### config.mk
export PLATFORM = sky130hd
export DESIGN_NAME = stopwatch_bcd
export DESIGN_NICKNAME = d
export VERILOG_FILES = /design/src/rtl/stopwatch_bcd.sv
export SDC_FILE = /design/constraint.sdc
export NUM_CORES = 1
export LEC_CHECK = 0
export CAP_MARGIN = 20
export CELL_PAD_IN_SITES_DETAIL_PLACEMENT = 1
export CELL_PAD_IN_SITES_GLOBAL_PLACEMENT = 1
export CORE_UTILIZATION = 40
export DETAILED_ROUTE_END_ITERATION = 12
export PLACE_DENSITY = 0.76
export SLEW_MARGIN = 20
export SYNTH_ARGS = -nofsm -noshare
export SYNTH_HDL_FRONTEND = slang
export SYNTH_SLANG_ARGS = --single-unit
### constraint.sdc
create_clock -name clk -period 3.4 [get_ports clk]
set_input_delay 0.68 -clock clk [delete_from_list [all_inputs] [get_ports clk]]
set_output_delay 0.68 -clock clk [all_outputs]
set_load 0.03 [all_outputs]
### src/rtl/stopwatch_bcd.sv
// stopwatch_bcd: hundredths stopwatch (SS.hh) with run/stop, lap freeze and clear buttons
module stopwatch_bcd #(
    parameter int TICK_DIV = 1_000_000
) (
    input  logic        clk,
    input  logic        reset,
    input  logic        start_stop,
    input  logic        lap,
    input  logic        clear,
    output logic [15:0] digits,
    output logic [3:0]  digit_en,
    output logic [3:0]  dp,
    output logic        running,
    output logic        lap_active,
    output logic        overflow
);
    localparam int PW = TICK_DIV > 1 ? $clog2(TICK_DIV) : 1;

    typedef enum logic [1:0] {IDLE, RUN, LAP, STOP} state_t;

    state_t          state, state_next;
    logic [2:0]      sync1, sync2, prev, evt;
    logic            clear_evt, ss_evt, lap_evt;
    logic [PW-1:0]   presc;
    logic [15:0]     count, count_inc, freeze;
    logic            counting, tick, wrap, freeze_load, zero;

    // bit 2 = clear, bit 1 = start_stop, bit 0 = lap
    always_ff @(posedge clk) begin
        if (reset) begin
            sync1 <= '0;
            sync2 <= '0;
            prev  <= '0;
        end else begin
            sync1 <= {clear, start_stop, lap};
            sync2 <= sync1;
            prev  <= sync2;
        end
    end

    assign evt       = sync2 & ~prev;
    assign clear_evt = evt[2];
    assign ss_evt    = evt[1];
    assign lap_evt   = evt[0];

    assign counting = (state == RUN) || (state == LAP);
    assign tick     = counting && (presc == PW'(TICK_DIV - 1));

    // BCD increment; wrap is the carry out of the tens digit
    always_comb begin
        count_inc = count;
        wrap      = 1'b1;
        for (int i = 0; i < 4; i++) begin
            if (wrap) begin
                if (count[4*i +: 4] == 4'd9) begin
                    count_inc[4*i +: 4] = 4'd0;
                end else begin
                    count_inc[4*i +: 4] = count[4*i +: 4] + 4'd1;
                    wrap                = 1'b0;
                end
            end
        end
    end

    always_ff @(posedge clk) begin
        if (reset) state <= IDLE;
        else       state <= state_next;
    end

    always_comb begin
        state_next  = state;
        freeze_load = 1'b0;
        zero        = 1'b0;
        case (state)
            IDLE: if (ss_evt) state_next = RUN;
            RUN: begin
                if (ss_evt) begin
                    state_next = STOP;
                end else if (lap_evt) begin
                    state_next  = LAP;
                    freeze_load = 1'b1;
                end
            end
            LAP: begin
                if (ss_evt)       state_next = STOP;
                else if (lap_evt) state_next = RUN;
            end
            STOP: begin
                if (clear_evt) begin
                    state_next = IDLE;
                    zero       = 1'b1;
                end else if (ss_evt) begin
                    state_next = RUN;
                end
            end
            default: state_next = IDLE;
        endcase
    end

    // prescaler is held while stopped so a resumed run finishes the partial tick
    always_ff @(posedge clk) begin
        if (reset || zero) begin
            presc    <= '0;
            count    <= '0;
            overflow <= 1'b0;
            freeze   <= '0;
        end else begin
            if (counting) presc <= tick ? '0 : presc + 1'b1;
            if (tick) count <= count_inc;
            if (tick && wrap) overflow <= 1'b1;
            if (freeze_load) freeze <= tick ? count_inc : count;
        end
    end

    assign digits     = (state == LAP) ? freeze : count;
    assign digit_en   = {digits[15:12] != 4'd0, 3'b111};
    assign dp         = 4'b0100;
    assign running    = counting;
    assign lap_active = (state == LAP);
endmodule

==> results.toml, run 1 <==
[sta]
relSlewSlack = 0.635
rsz0062_at_grt = "false"
final.min_clock_period_ps = 3010
finalCritPeriodShare = 0.885
worst_pin_slew_ps = 547
hold_violations = 0
fmax_ghz = 0.332
tns_ps = 0
setup_viol = 0
final_max_slew_viol_count = 0
fin_hold_ws_ps = 449
skew_ps = 10.5

[pwr]
clkPwrFrac = 0.443
swShare = 0.230
ir_drop_v = 0.000224
p_leak_uw = 0.00127
power_frac_comb = 0.038
p_per_area_nw_per_um2 = 409
power_switching_uw = 338
p_int_uw = 1130
pwr-share-seq = 0.519

[synth]
syn_inst = 353
async_flop_share = 0
seq_area_frac_synth = 0.414
synth_enable_flop_cells = 0
yosysUniqueCellTypes = 51
ys_seq_elements = 64
syn_area_um2 = 3090
ys.flop_type = "dfxtp_1"
syn_area_per_cell_um2 = 8.76
ys_warn_count = 0

[place]
hpwlAfterDp_um = 5000
portBuffers = 24
gp_congestion = 0.797

[floorplanning]
start_util = 0.420
die_h_um = 89.9
core_um2 = 7370
die_w_um = 89.9
dieArea_um2 = 8090
rows = 31
io_pins = 32

[cts]
clockBufferDepth = 2
cts_buffers = 9
clock-sinks = 64
insertion_delay_ps = 340
cts_tree = "built"
htreeDepth = 3
cts.clk_slew.worst_paths_ps = 70
root_buffer = "clkbuf_8"

[critical_path]
cp-start-kind = "register"
slowest_stage = "clkdlybuf4s50_1"
slowest_delay_ps = 740
critPathTopFamily = "buffers and inverters"
critical_path_arrival_ps = 2330
crit_chain = "inv_1 -> ha_1 -> buf_4 -> o21ai_0 -> clkdlybuf4s50_1"
crit_fanout = 11
worstSetupEndpointType = "output pin"
path_class = "reg2out"
crit_required_ps = 2720
path_buf_inv = 3

[drt]
wl_per_cell_um = 15.1
drt_iter0_drc = 112
totalWireLength_um = 7220
drc = 0
dr.pass1.iters = 4
vias_per_cell = 5.34
ant_nets = 0
vias = 2552

[worst_hold_path]
min_path_type = "reg2reg"

[cells_and_area]
seq_area_um2 = 1280
nets = 384
fillers = 889
layout-drive-gt1-share = 0.121
areaGrowthSynthToFinish_pct = 16.1
multi_input_area_um2 = 1670
diodes = 0

[global_routing]
grt_antenna_before_repair = 0
grt_usage = 0.189
first_global_vias = 2550
grt_pass1_wl_um = 12300
grt_max_degree = 33
grt-ovfl-total = 0

[run]
maxCapViolations = 0

[status]
status = "finished, final reports clean"
final cells by class:
class,count,area share
Clock buffer,10,0.0383
Clock inverter,6,0.0164
Inverter,10,0.0104
Multi-Input combinational cell,259,0.464
Sequential cell,64,0.357
Tap cell,99,0.0345
Timing Repair Buffer,30,0.0801
worst register-to-register path: cells and delay by family (launching register included):
kind / cells / cell delay [ps]
DFF: 1 / 390
and+or+nand+nor: 3 / 1340
AOI/OAI and AO/OA: 2 / 380
adders and majority gates: 1 / 480
buffers and inverters: 1 / 90
per-layer routing:
metal / global-route usage / part of all wire
met5: 0 / 0
met1: 0.236 / 0.47
met4: 0.0887 / 0.021
met3: 0.0347 / 0.033
met2: 0.315 / 0.47
power by group through the flow:
stage               Clock (uW)  Combinational [uW]  Sequential (uW)
floorplan                    0                46.4              777
global placement             0                54.7              778
detailed placement           0                55.6              779
CTS                        665                56.2              761
global route               697                61.3              762
finish                     651                55.9              761
timing repair:
| action | in CTS | in global routing |
|---|---|---|
| endpoints found under the setup margin | 0 | 1 |
| hold buffers | 0 | 0 |
| gates resized for setup | 0 | 1 |
| setup buffers | 0 | 0 |
final timing paths:
check,from,end,slack [ps],cells after the start
hold / removal,sync1[2],sync2[2],450,1
hold reg to reg,sync1[2],sync2[2],450,1
setup / recovery,state[0],digits[2],390,5
setup reg to reg,state[1],freeze[11],610,7
metrics by stage:
stage               setup WS [ps]  area [um2]  total power (uW)  std cells  utilization
floorplan                     366        3110               824        358            -
global placement              564        3390               833        462        0.460
detailed placement            495        3390               834        462        0.460
CTS                           116        3590              1480        478        0.487
global route                  294        3590              1520        478        0.487
finish                        391        3590              1470        478        0.487
cell families (layout without fill, tap and decap cells):
kind of cell               count (synthesis)  after routing  synth area share
AOI/OAI and AO/OA                         61             61             0.115
xor gates and xnor gates                  25             25            0.0708
adders and majority gates                  5              5            0.0202
buffers and inverters                     35             56            0.0538
DFF                                       64             64             0.414
muxes                                     16             16            0.0562
other                                      2              7           0.00243
and+or+nand+nor                          145            145             0.267
cell usage after synthesis, types with 5 or more instances:
| cell type | n | share of area |
|---|---|---|
| nor2b_1 | 16 | 0.032 |
| nand4_1 | 8 | 0.016 |
| xor2_1 | 6 | 0.017 |
| o21ai_0 | 23 | 0.037 |
| nor2_1 | 44 | 0.053 |
| mux2i_1 | 5 | 0.016 |
| inv_1 | 10 | 0.012 |
| xnor2_1 | 19 | 0.054 |
| nand2_1 | 22 | 0.027 |
| ha_1 | 5 | 0.020 |
| nand3_1 | 7 | 0.011 |
| mux2_2 | 11 | 0.040 |
| clkbuf_1 | 12 | 0.015 |
| dfxtp_1 | 64 | 0.41 |
| a21oi_1 | 25 | 0.040 |
| buf_4 | 8 | 0.019 |
| nor3_1 | 7 | 0.011 |
cell usage in the layout (no fill, tap or decap), drive strengths merged, types with 7 or more instances in the layout:
master          n
dfxtp          64
nor2           44
a21oi          25
o21ai          24
clkdlybuf4s50  23
nand2          22
xnor2          19
nor2b          16
mux2           11
inv            10
clkbuf         10
nand4           9
nand3           7
nor3            7
conb            7
nor4            7
sequential cells by signal, indices dropped and copies added (netlist names):
name / count
overflow: 1
count: 16
freeze: 16
prev: 3
presc: 20
sync2: 3
sync1: 3
state: 2
(Power assumes the default switching activity.)
==> inputs of run 2 (changes only) <==
Settings changed: SLEW_MARGIN 20 to default.
==> results.toml, run 2 (synthesized netlist as in run 1, its figures left out) <==
[drt]
drt_iter0_drc = 118
wl_per_cell_um = 15.2
ant_nets = 0
drc = 0
dr.pass1.iters = 4
totalWireLength_um = 7270
vias = 2573
vias_per_cell = 5.37

[pwr]
p_int_uw = 1130
power_frac_comb = 0.038
swShare = 0.230
power_switching_uw = 337
pwr-share-seq = 0.519
p_per_area_nw_per_um2 = 407
ir_drop_v = 0.000224
power.total_uw = 1470
clkPwrFrac = 0.443
p_leak_uw = 0.00128

[cells_and_area]
final_util = 0.489
final_common_cell = "dfxtp_1"
areaGrowthSynthToFinish_pct = 16.6
final_cell_mix = "dfxtp_1, nor2_1, a21oi_1"
diodes = 0
regMostFlops = "presc"
largest_reg_flops = 20
layout-drive-gt1-share = 0.121
reg_top3 = "presc: 20 flops, count: 16 flops, freeze: 16 flops"
nets = 385

[floorplanning]
dieArea_um2 = 8090
die_w_um = 89.9
start_util = 0.420
io_pins = 32
die_h_um = 89.9
core_um2 = 7370
rows = 31

[sta]
finalCritPeriodShare = 0.889
final_max_slew_viol_count = 0
fmax_ghz = 0.331
final.min_clock_period_ps = 3020
relSlewSlack = 0.606
hold_violations = 0
skew_ps = 9.98
setup_viol = 0
rsz0062_at_grt = "false"
setup_slack_ps = 378
tns_ps = 0
worst_pin_slew_ps = 590
fin_hold_ws_ps = 449

[global_routing]
grt-ovfl-total = 0
grt_max_degree = 33
grt_pass1_wl_um = 12300
first_global_vias = 2550
grt_usage = 0.189
grt_antenna_before_repair = 0

[cts]
root_buffer = "clkbuf_8"
cts_tree = "built"
post_cts_buffers = 0
cts_buffers = 9
cts.clk_slew.worst_paths_ps = 70
clock-sinks = 64
clockBufferDepth = 2
insertion_delay_ps = 340
htreeDepth = 3

[critical_path]
crit_required_ps = 2720
crit_chain = "inv_1 -> ha_1 -> buf_4 -> o21ai_0 -> clkdlybuf4s50_1"
path_class = "reg2out"
worstSetupEndpointType = "output pin"
critical_path_arrival_ps = 2340
slowest_delay_ps = 740
cp-start-kind = "register"
slowest_stage = "clkdlybuf4s50_1"
crit_fanout = 11

[place]
hpwlAfterDp_um = 5000
gp_congestion = 0.797
portBuffers = 24
pre_cts_slack_ps = 495

[worst_hold_path]
min_path_type = "reg2reg"

[run]
maxCapViolations = 0

[status]
status = "finished, final reports clean"
==> run 2: cell types whose count changed in the layout (fill, tap and decap cells not counted) <==
| cell | delta |
|---|---|
| and3_1 | +1 |
| and3_2 | -1 |
| buf_8 | +1 |
==> run 2: path summary, 6_finish.rpt <==
path                                from         end  slack, ps  depth (start not counted)
worst max-delay path            state[0]   digits[2]        380                          5
worst min-delay path            sync1[2]    sync2[2]        450                          1
worst max register to register  state[1]  freeze[11]        610                          7
worst min register to register  sync1[2]    sync2[2]        450                          1
==> run 2: cell type report <==
cell class / instances / area (um2)
Fill cell: 890 / 3760
Multi-Input combinational cell: 259 / 1660
Sequential cell: 64 / 1280
Timing Repair Buffer: 31 / 303
Clock buffer: 10 / 138
Tap cell: 99 / 124
Clock inverter: 6 / 58.8
Inverter: 10 / 37.5
==> run 2: repair_timing <==
| action | in CTS | in global routing |
|---|---|---|
| gates resized for setup | 0 | 1 |
| hold buffers | 0 | 0 |
| setup endpoints to repair | 0 | 1 |
==> run 2: power groups by stage <==
stage                     Combinational [uW]  Sequential, uW  Clock [uW]
after detailed placement                55.6             779           0
after global routing                    61.6             762         697
after floorplan                         46.4             777           0
after CTS                               56.2             761         665
after global placement                  54.7             778           0
final                                   56.1             761         649
==> run 2: metal layers <==
metal  track usage  vias to the layer above  wire length (um)
met5             0                        -                 0
met2         0.315                       43              3460
li1              -                     1264                 -
met3        0.0347                       13               226
met4        0.0887                        0               155
met1         0.236                     1253              3430
==> run 2: stage by stage <==
stage                     instances  area, um2
after floorplan                 358       3110
after global placement          462       3390
after detailed placement        462       3390
after CTS                       478       3590
after global routing            479       3610
final                           479       3610
==> run 2: critical path: cells and delay by family, from the launching register on <==
family                     cells  cell delay, ps
DFF                            1             390
buffers and inverters          3            1030
adders and majority gates      1             290
AOI/OAI and AO/OA              1             290
